**src/rtl/fma_pkg.sv**
```systemverilog
// Shared FP32 field widths, FMA alignment constants and payload types for the
// FMA front-end. Top and unpack submodule honour the FMA_DENORM_EN macro.
package fma_pkg;

   // FP32 word layout
   localparam int unsigned WORD_W  = 32;
   localparam int unsigned EXP_W   = 8;
   localparam int unsigned MAN_W   = 23;
   localparam int unsigned SIG_W   = MAN_W + 1;
   localparam int unsigned EXP_MAX = 255;

   // Alignment constants
   localparam int unsigned BIAS     = 127;
   localparam int unsigned PROD_OFS = 27;
   localparam int unsigned SHF_MAX  = 74;

   // Derived datapath widths
   localparam int unsigned SHF_W  = 7;
   localparam int unsigned EB_W   = 10;
   localparam int unsigned D_W    = 11;
   localparam int unsigned FLAG_W = 4;

   // spec_flags bit positions
   localparam int unsigned FLG_NAN   = 3;
   localparam int unsigned FLG_INF   = 2;
   localparam int unsigned FLG_PZERO = 1;
   localparam int unsigned FLG_CZERO = 0;

   // One unpacked FP32 operand
   typedef struct packed {
      logic             sign;
      logic [EXP_W-1:0] exp_eff;
      logic [SIG_W-1:0] sig;
      logic             is_nan;
      logic             is_inf;
      logic             is_zero;
   } fp_unp_t;

   // Stage-1 payload: unpacked operands plus the unclamped shift
   typedef struct packed {
      logic [SIG_W-1:0]  a_sig;
      logic [SIG_W-1:0]  b_sig;
      logic [SIG_W-1:0]  c_sig;
      logic              prod_sign;
      logic              inv_mask;
      logic [D_W-1:0]    shf_raw;
      logic [EB_W-1:0]   exp_c;
      logic [EB_W-1:0]   exp_prod;
      logic [FLAG_W-1:0] flags;
   } s1_pay_t;

endpackage

```
**src/rtl/fp32_unpack.sv**
```systemverilog
// FP32 unpacker: sign, effective exponent, significand with hidden bit and
// class flags. FMA_DENORM_EN keeps subnormals; otherwise they flush to zero.
import fma_pkg::*;

module fp32_unpack (
   input  logic [WORD_W-1:0] word,
   output fp_unp_t           unp_c
);

   logic [EXP_W-1:0] exp_f;
   logic [MAN_W-1:0] man_f;
   logic             exp_zero;
   logic             exp_ones;
   logic             man_zero;

   assign exp_f    = word[WORD_W-2 -: EXP_W];
   assign man_f    = word[MAN_W-1:0];
   assign exp_zero = (exp_f == '0);
   assign exp_ones = (exp_f == EXP_W'(EXP_MAX));
   assign man_zero = (man_f == '0);

   // Field split and classification; a zero exponent field still counts as e=1
   always_comb begin
      unp_c         = '0;
      unp_c.sign    = word[WORD_W-1];
      unp_c.exp_eff = exp_zero ? EXP_W'(1) : exp_f;
      unp_c.is_nan  = exp_ones & ~man_zero;
      unp_c.is_inf  = exp_ones & man_zero;
`ifdef FMA_DENORM_EN
      unp_c.sig     = {~exp_zero, man_f};
      unp_c.is_zero = exp_zero & man_zero;
`else
      unp_c.sig     = exp_zero ? '0 : {1'b1, man_f};
      unp_c.is_zero = exp_zero;
`endif
   end

endmodule

```
**src/rtl/fma_align_ctrl.sv**
```systemverilog
// FP32 FMA front-end: unpacks A/B/C, computes the addend right shift and the
// effective-subtract flag for the downstream aligner. Two-stage valid/ready
// pipeline. Subnormal handling selected by FMA_DENORM_EN (undefined = DAZ).
import fma_pkg::*;

module fma_align_ctrl (
   input  logic              clk,
   input  logic              rst_n,
   input  logic              flush,
   input  logic              in_valid,
   output logic              in_ready,
   input  logic [WORD_W-1:0] a_op,
   input  logic [WORD_W-1:0] b_op,
   input  logic [WORD_W-1:0] c_op,
   input  logic              neg_prod,
   input  logic              sub_c,
   output logic              out_valid,
   input  logic              out_ready,
   output logic [SHF_W-1:0]  shf_num,
   output logic              inv_mask,
   output logic [SIG_W-1:0]  c_frac,
   output logic [SIG_W-1:0]  a_frac,
   output logic [SIG_W-1:0]  b_frac,
   output logic              prod_sign,
   output logic [EB_W-1:0]   exp_base,
   output logic [FLAG_W-1:0] spec_flags
);

   fp_unp_t          ua_c;
   fp_unp_t          ub_c;
   fp_unp_t          uc_c;
   s1_pay_t          s1_d_c;
   s1_pay_t          s1_q;
   logic             s1_v;
   logic             s2_v;
   logic             s2_adv_c;
   logic             s1_ld_c;
   logic [SHF_W-1:0] shf_c;
   logic [EB_W-1:0]  base_c;

   fp32_unpack u_unp_a (.word(a_op), .unp_c(ua_c));
   fp32_unpack u_unp_b (.word(b_op), .unp_c(ub_c));
   fp32_unpack u_unp_c (.word(c_op), .unp_c(uc_c));

   // Handshake: a stage advances when its successor is empty or advancing
   assign s2_adv_c  = s1_v & (~s2_v | out_ready);
   assign in_ready  = ~s1_v | s2_adv_c;
   assign s1_ld_c   = in_valid & in_ready & ~flush;
   assign out_valid = s2_v;

   // Stage-1 datapath: signs, flags and the signed, unclamped shift amount
   always_comb begin
      s1_d_c                    = '0;
      s1_d_c.a_sig              = ua_c.sig;
      s1_d_c.b_sig              = ub_c.sig;
      s1_d_c.c_sig              = uc_c.sig;
      s1_d_c.prod_sign          = ua_c.sign ^ ub_c.sign ^ neg_prod;
      s1_d_c.inv_mask           = ua_c.sign ^ ub_c.sign ^ uc_c.sign ^ neg_prod ^ sub_c;
      s1_d_c.shf_raw            = D_W'(ua_c.exp_eff) + D_W'(ub_c.exp_eff) + D_W'(PROD_OFS)
                                  - D_W'(BIAS) - D_W'(uc_c.exp_eff);
      s1_d_c.exp_c              = EB_W'(uc_c.exp_eff);
      s1_d_c.exp_prod           = EB_W'(ua_c.exp_eff) + EB_W'(ub_c.exp_eff) + EB_W'(PROD_OFS)
                                  - EB_W'(BIAS);
      s1_d_c.flags[FLG_NAN]     = ua_c.is_nan | ub_c.is_nan | uc_c.is_nan;
      s1_d_c.flags[FLG_INF]     = ua_c.is_inf | ub_c.is_inf | uc_c.is_inf;
      s1_d_c.flags[FLG_PZERO]   = ua_c.is_zero | ub_c.is_zero;
      s1_d_c.flags[FLG_CZERO]   = uc_c.is_zero;
   end

   // Stage-2 datapath: clamp shift to 0..SHF_MAX and pick the exponent reference
   always_comb begin
      shf_c  = '0;
      base_c = s1_q.exp_c;
      if (s1_q.shf_raw[D_W-1] || (s1_q.shf_raw == '0)) begin
         shf_c  = '0;
         base_c = s1_q.exp_c;
      end else if (s1_q.shf_raw >= D_W'(SHF_MAX)) begin
         shf_c  = SHF_W'(SHF_MAX);
         base_c = s1_q.exp_prod;
      end else begin
         shf_c  = SHF_W'(s1_q.shf_raw);
         base_c = s1_q.exp_prod;
      end
   end

   // Stage-1 register; flush empties it and blocks acceptance
   always_ff @(posedge clk or negedge rst_n) begin
      if (!rst_n) begin
         s1_v <= 1'b0;
         s1_q <= '0;
      end else begin
         if (flush) begin
            s1_v <= 1'b0;
         end else if (in_ready) begin
            s1_v <= in_valid;
         end
         if (s1_ld_c) begin
            s1_q <= s1_d_c;
         end
      end
   end

   // Stage-2 (output) register; data holds while stalled
   always_ff @(posedge clk or negedge rst_n) begin
      if (!rst_n) begin
         s2_v       <= 1'b0;
         shf_num    <= '0;
         inv_mask   <= 1'b0;
         c_frac     <= '0;
         a_frac     <= '0;
         b_frac     <= '0;
         prod_sign  <= 1'b0;
         exp_base   <= '0;
         spec_flags <= '0;
      end else begin
         if (flush) begin
            s2_v <= 1'b0;
         end else if (~s2_v | out_ready) begin
            s2_v <= s1_v;
         end
         if (s2_adv_c & ~flush) begin
            shf_num    <= shf_c;
            inv_mask   <= s1_q.inv_mask;
            c_frac     <= s1_q.c_sig;
            a_frac     <= s1_q.a_sig;
            b_frac     <= s1_q.b_sig;
            prod_sign  <= s1_q.prod_sign;
            exp_base   <= base_c;
            spec_flags <= s1_q.flags;
         end
      end
   end

endmodule
```
**config.mk**
```make
export PLATFORM = sky130hd
export DESIGN_NAME = fma_align_ctrl
export DESIGN_NICKNAME = d
export VERILOG_FILES = /design/src/rtl/fma_pkg.sv /design/src/rtl/fp32_unpack.sv /design/src/rtl/fma_align_ctrl.sv
export SDC_FILE = /design/constraint.sdc
export NUM_CORES = 1
export LEC_CHECK = 0
export BUFFER_PORTS_ARGS = -buffer_cell sky130_fd_sc_hd__buf_2
export CORE_ASPECT_RATIO = 0.9
export CORE_MARGIN = 2
export CORE_UTILIZATION = 49
export CTS_CLUSTER_SIZE = 20
export DETAILED_ROUTE_END_ITERATION = 16
export PLACE_DENSITY = 0.72
export SETUP_SLACK_MARGIN = 0.5
export SLEW_MARGIN = 15
export SYNTH_ARGS = -nofsm -noshare
export SYNTH_HDL_FRONTEND = slang
export SYNTH_HIERARCHICAL = 1
export SYNTH_SLANG_ARGS = --single-unit
```
**constraint.sdc**
```tcl
create_clock -name clk -period 4.06 [get_ports clk]
set_input_delay 0.406 -clock clk [delete_from_list [all_inputs] [get_ports clk]]
set_output_delay 0.406 -clock clk [all_outputs]
set_load 0.01 [all_outputs]
```
After elaboration in Yosys (flattened, before gate mapping)
Index checks and enable logic that the tools add are counted.

Logic and storage cells: 81. Register bits: 204. Memories: 0. Memory bits (read-only): 0. Output and inout port bits: 97. Memory bits (writable): 0. Bits in latches: 0. Bits of input ports: 103.

$mul: 0. Equal/unequal tests: 3. Multiplexer cells: 13. Reduce and logical (&&, ||, !) cells: 10. Div/mod/pow operators: 0. $add $sub $neg: 7. Order comparisons: 1. Bitwise gates (word level): 28. Shift-type cells: 0.

Operator list (number): 24-bit two-way mux (3); 23-bit zero test (3); 8-bit == test, second input constant (3); 8-bit zero test (3); 8-bit two-way mux (3); 9-bit by 5-bit adder with 10-bit output, second input constant (2); 8-bit by 8-bit adder with 9-bit output (2); 7-bit two-way mux (2); 11-bit by 7-bit >= comparator with 1-bit output, second input constant (1); 11-bit zero test (1); 10-bit by 7-bit subtractor with 11-bit output, second input constant (1); 11-bit by 8-bit subtractor with 11-bit output (1); 1-bit AND (10); 10-bit two-way mux (1); 10-bit by 7-bit subtractor with 10-bit output, second input constant (1); 1-bit bitwise OR (7); 1-bit NOT (6); 1-bit XOR (5); 1-bit two-way mux (4); 2-bit nonzero test (2); 1-bit logical OR (1).

Longest topological paths before layout
Depth in word-level cells: 6. Gate-level depth with buffers: 14. Depth with buffers taken out: 14.

Cells and area by module
Netlist, hierarchy kept.

By module, submodules not included: fma_align_ctrl (area an instance 8888.5 sq um, instances 1, seq. area each 5104.9 sq um, cells each 991); fp32_unpack (area an instance 386.6 sq um, instances 3, seq. area each 0.0 sq um, cells each 52).

Least setup slack after synthesis
Ideal clock, no wire load.

Kind: in2reg. From: in a_op[23]. To: reg s1_q[31] (netlist bit). Cell stages on the path: 14. Arrival: 2.763 ns. Slack: 1.211 ns. Library setup time: 0.087 ns. Required time: 3.973 ns. Path buffers: 0. Path through: nor4_2 -> nand2_2 -> or2b_2 -> inv_1 -> ha_1 -> inv_1 -> ha_1 -> ha_1 -> inv_1 -> fa_1 -> nor2b_1 -> o31ai_1 -> a2111o_1 -> o211ai_1.

RTL lines: from (decl) (line fma_align_ctrl.sv:12) `input logic [WORD_W-1:0] a_op,`; to (signal assigned) (line fma_align_ctrl.sv:90) `s1_q <= '0;`; to (signal assigned) (line fma_align_ctrl.sv:98) `s1_q <= s1_d_c;`; to (decl) (line fma_align_ctrl.sv:33) `s1_pay_t s1_q;`.

==> out/results.ini <==
[finish]
drive_above_1_share = 0.255
multi_input_area_um2 = 4420
n_antenna_cell = 0
seq_area_um2 = 5100
n_fill_cell = 1778
syn2layout_area_growth_pct = 18.1
layout.nets = 1448

[detailed_routing]
drtAntennaViolNets = 0
drtIter0Drc = 489
via_per_inst = 5.16
wirelength_mm = 25.0
post-route-drc-count = 0
drt_pass1_iterations = 5
vias = 8129
wl_per_cell_um = 15.8

[synthesis]
yosysSeqAreaShare = 0.508
syn_avg_cell_area_um2 = 8.76
yosys.area_share.simple = 0.313
syn_area_um2 = 10000
synth_compound_area_frac = 0.0524
synth-edff-count = 0
ys_top_cells_by_area = dfrtp_1 51%, nand2_1 20%, and2_4 4.7%
synth_top_family_by_area = simple AND/OR/NAND/NOR gates
synth_adder_area_share = 0.0578
ys_ff_latch = 204
synth_cell_types = 53
synth-xor-area-share = 0.00523
synth.area.mux_share = 0.00897
synthFlopType = dfrtp_1
syn_nets = 1291
yosys.area.top_type = dfrtp_1
postSynthCellCount = 1147
yosys.area.top_type_share = 0.508
synth-async-reset-ratio = 1.00
yosys_warnings = 6

[placed_design]
dp_slack_ps = 738
gp_congestion = 0.860
dp_hpwl_mm = 17.3
io_buffers = 199

[critical_path]
end_kind = register
cpMaxStageDelayCell = fa_1
rr_startpoint = s1_v$_DFFE_PN0P_
r2r_slack_ps = 1910
cp.arrival_ps = 3220
critPathRequiredTime_ps = 4470
crit_start = a_op[24]
cp_max_fo = 26
worstRegToRegCells = 4
crit_end = s1_q[31]$_DFFE_PN0P_
worstPathCellList = buf_2, nor4_2, nand2_2, buf_4, or2b_2, inv_1, ha_1, inv_1, ha_1, ha_1, inv_1, fa_1, nor2b_1, o31ai_1, a2111o_1, o211ai_1
cp_slowest_stage_delay_ps = 400
worstSetupPathType = input pin to register
start_kind = input pin
r2r-end = s1_q[2]$_DFFE_PN0P_

[timing]
setup_slack_ps = 1250
timing.fmax_mhz = 356
drv_slew = 0
finClkSkew_ps = 9.82
holdWs_ps = 11.3
worst_pin_slew_ps = 937
period_share = 0.692
fin_tns_setup_ps = 0
hold_viol_final = 0
slew_headroom = 0.375
finalSetupViolCount = 0
period_minus_slack_ps = 2810
rsz0062_at_grt = no

[power_and_ir_drop]
peakVddDrop_mv = 0.308
pwr-share-comb = 0.208
power_density_nw_per_um2 = 495
p_clk_frac = 0.348
p_sw_frac = 0.298
seqPwrFrac = 0.444
p_leak_nw = 6.58
intPower_mw = 4.12
p_switching_mw = 1.75

[cts]
path_clk_slew_ps = 50
cts_tree = built
htreeDepth = 1
cts_num_sinks = 204
cts-root-buf = clkbuf_16
cts_buffers = 23
clockBufferDepth = 3
hold_buffers = 0
cts_resized = 0
clk-insertion-delay-late_ps = 500
post_cts_buffers = 0

[die]
coreArea_um2 = 20000
io_pins = 200
dieWidth_um = 155
fp-row-count = 49
initial_core_util = 0.501
die-area_um2 = 21700
fp.dieH_um = 140

[worst_hold_path]
hold_class = input pin to asynchronous set/reset pin

[grt]
grt_start_max_net_pins = 105
antenna_found_initial = 0
grt_pass1_vias = 7781
overflow = 0
grt_pass1_wl_mm = 40.0
grt_usage = 0.229

[status]
outcome = finished, final reports clean

[run]
maxCapViolations = 0

## power groups by stage
stage	clock network [mW]	logic, mW	registers, mW
after global placement	0	1.20	2.63
after global routing	2.18	1.38	2.65
after CTS	2.08	1.23	2.61
after detailed placement	0	1.22	2.64
after floorplan	0	0.650	2.69
final	2.04	1.22	2.61
## cells in the final DEF, fill, tap and decap left out, types with 8 or more instances in the layout
master	instances
nor2_1	21
o31ai_1	9
mux2i_1	9
and2_4	54
nor4_1	16
fa_1	9
inv_1	44
buf_2	198
buf_4	10
and2_2	15
nand4_1	8
ha_1	32
nand2_1	523
nor3_1	8
o21ai_0	28
dfrtp_1	204
clkbuf_16	23
## area by class of cell
| cell class | count | share of cell area |
|---|---|---|
| Sequential cell | 204 | 0.430 |
| Clock buffer | 35 | 0.0573 |
| Clock inverter | 6 | 0.00538 |
| Inverter | 44 | 0.0139 |
| Tap cell | 255 | 0.0269 |
| Multi-Input combinational cell | 820 | 0.372 |
| Timing Repair Buffer | 211 | 0.0943 |
## cell usage after synthesis (7+ instances only)
master / count
nand2_1: 523
dfrtp_1: 204
and2_4: 54
inv_1: 44
clkbuf_1: 43
ha_1: 32
o21ai_0: 28
nor2_1: 22
buf_2: 18
nor4_1: 16
and2_2: 15
fa_1: 9
mux2i_1: 9
o31ai_1: 9
nand4_1: 8
nor3_1: 8
a211oi_1: 7
## stage by stage
step | power (mW) | cell area [um^2] | std cells | utilization
6_report | 5.87 | 11900 | 1575 | 0.592
5_1_grt | 6.21 | 11900 | 1575 | 0.592
4_1_cts | 5.92 | 11900 | 1575 | 0.592
3_5_place_dp | 3.86 | 11100 | 1534 | 0.555
3_3_place_gp | 3.83 | 11100 | 1534 | 0.555
2_1_floorplan | 3.34 | 10000 | 1147 | -
## metal layers
| layer | GRT usage | part of all wire | vias up |
|---|---|---|---|
| met5 | 0 | 0 | - |
| met4 | 0.0468 | 0.014 | 0 |
| met3 | 0.0336 | 0.063 | 34 |
| met2 | 0.371 | 0.46 | 253 |
| met1 | 0.331 | 0.46 | 3895 |
| li1 | - | - | 3947 |
## cell families after synthesis
kind of cell | Yosys count
adders and majority gates | 41
AOI/OAI and AO/OA | 78
muxes | 9
and+or+nand+nor | 686
xor gates and xnor gates | 6
buffers and inverters | 123
DFF | 204
## critical path: cells and delay by family
kind,cells,cell delay [ps]
compound gates,3,590
buf+inv,5,510
simple gates,4,720
fa+ha+maj,4,970
## worst min-delay path by stage
stage	slack (ps)	start	end	cells after the start
2_1_floorplan	110	rst_n	a_frac[0]$_DFFE_PN0P_	0
3_3_place_gp	450	s1_q[3]$_DFFE_PN0P_	spec_flags[3]$_DFFE_PN0P_	2
3_5_place_dp	450	s1_q[87]$_DFFE_PN0P_	a_frac[2]$_DFFE_PN0P_	2
4_1_cts	40	rst_n	c_frac[9]$_DFFE_PN0P_	1
5_1_grt	70	rst_n	c_frac[19]$_DFFE_PN0P_	1
6_report	10	rst_n	c_frac[20]$_DFFE_PN0P_	1
## sequential cells by signal, summed over array words and instances, names as in the netlist
name        count
a_frac         24
b_frac         24
c_frac         24
exp_base       10
inv_mask        1
out_valid       1
prod_sign       1
s1_q          107
s1_v            1
shf_num         7
spec_flags      4
Power figures use the tool's default switching activity.
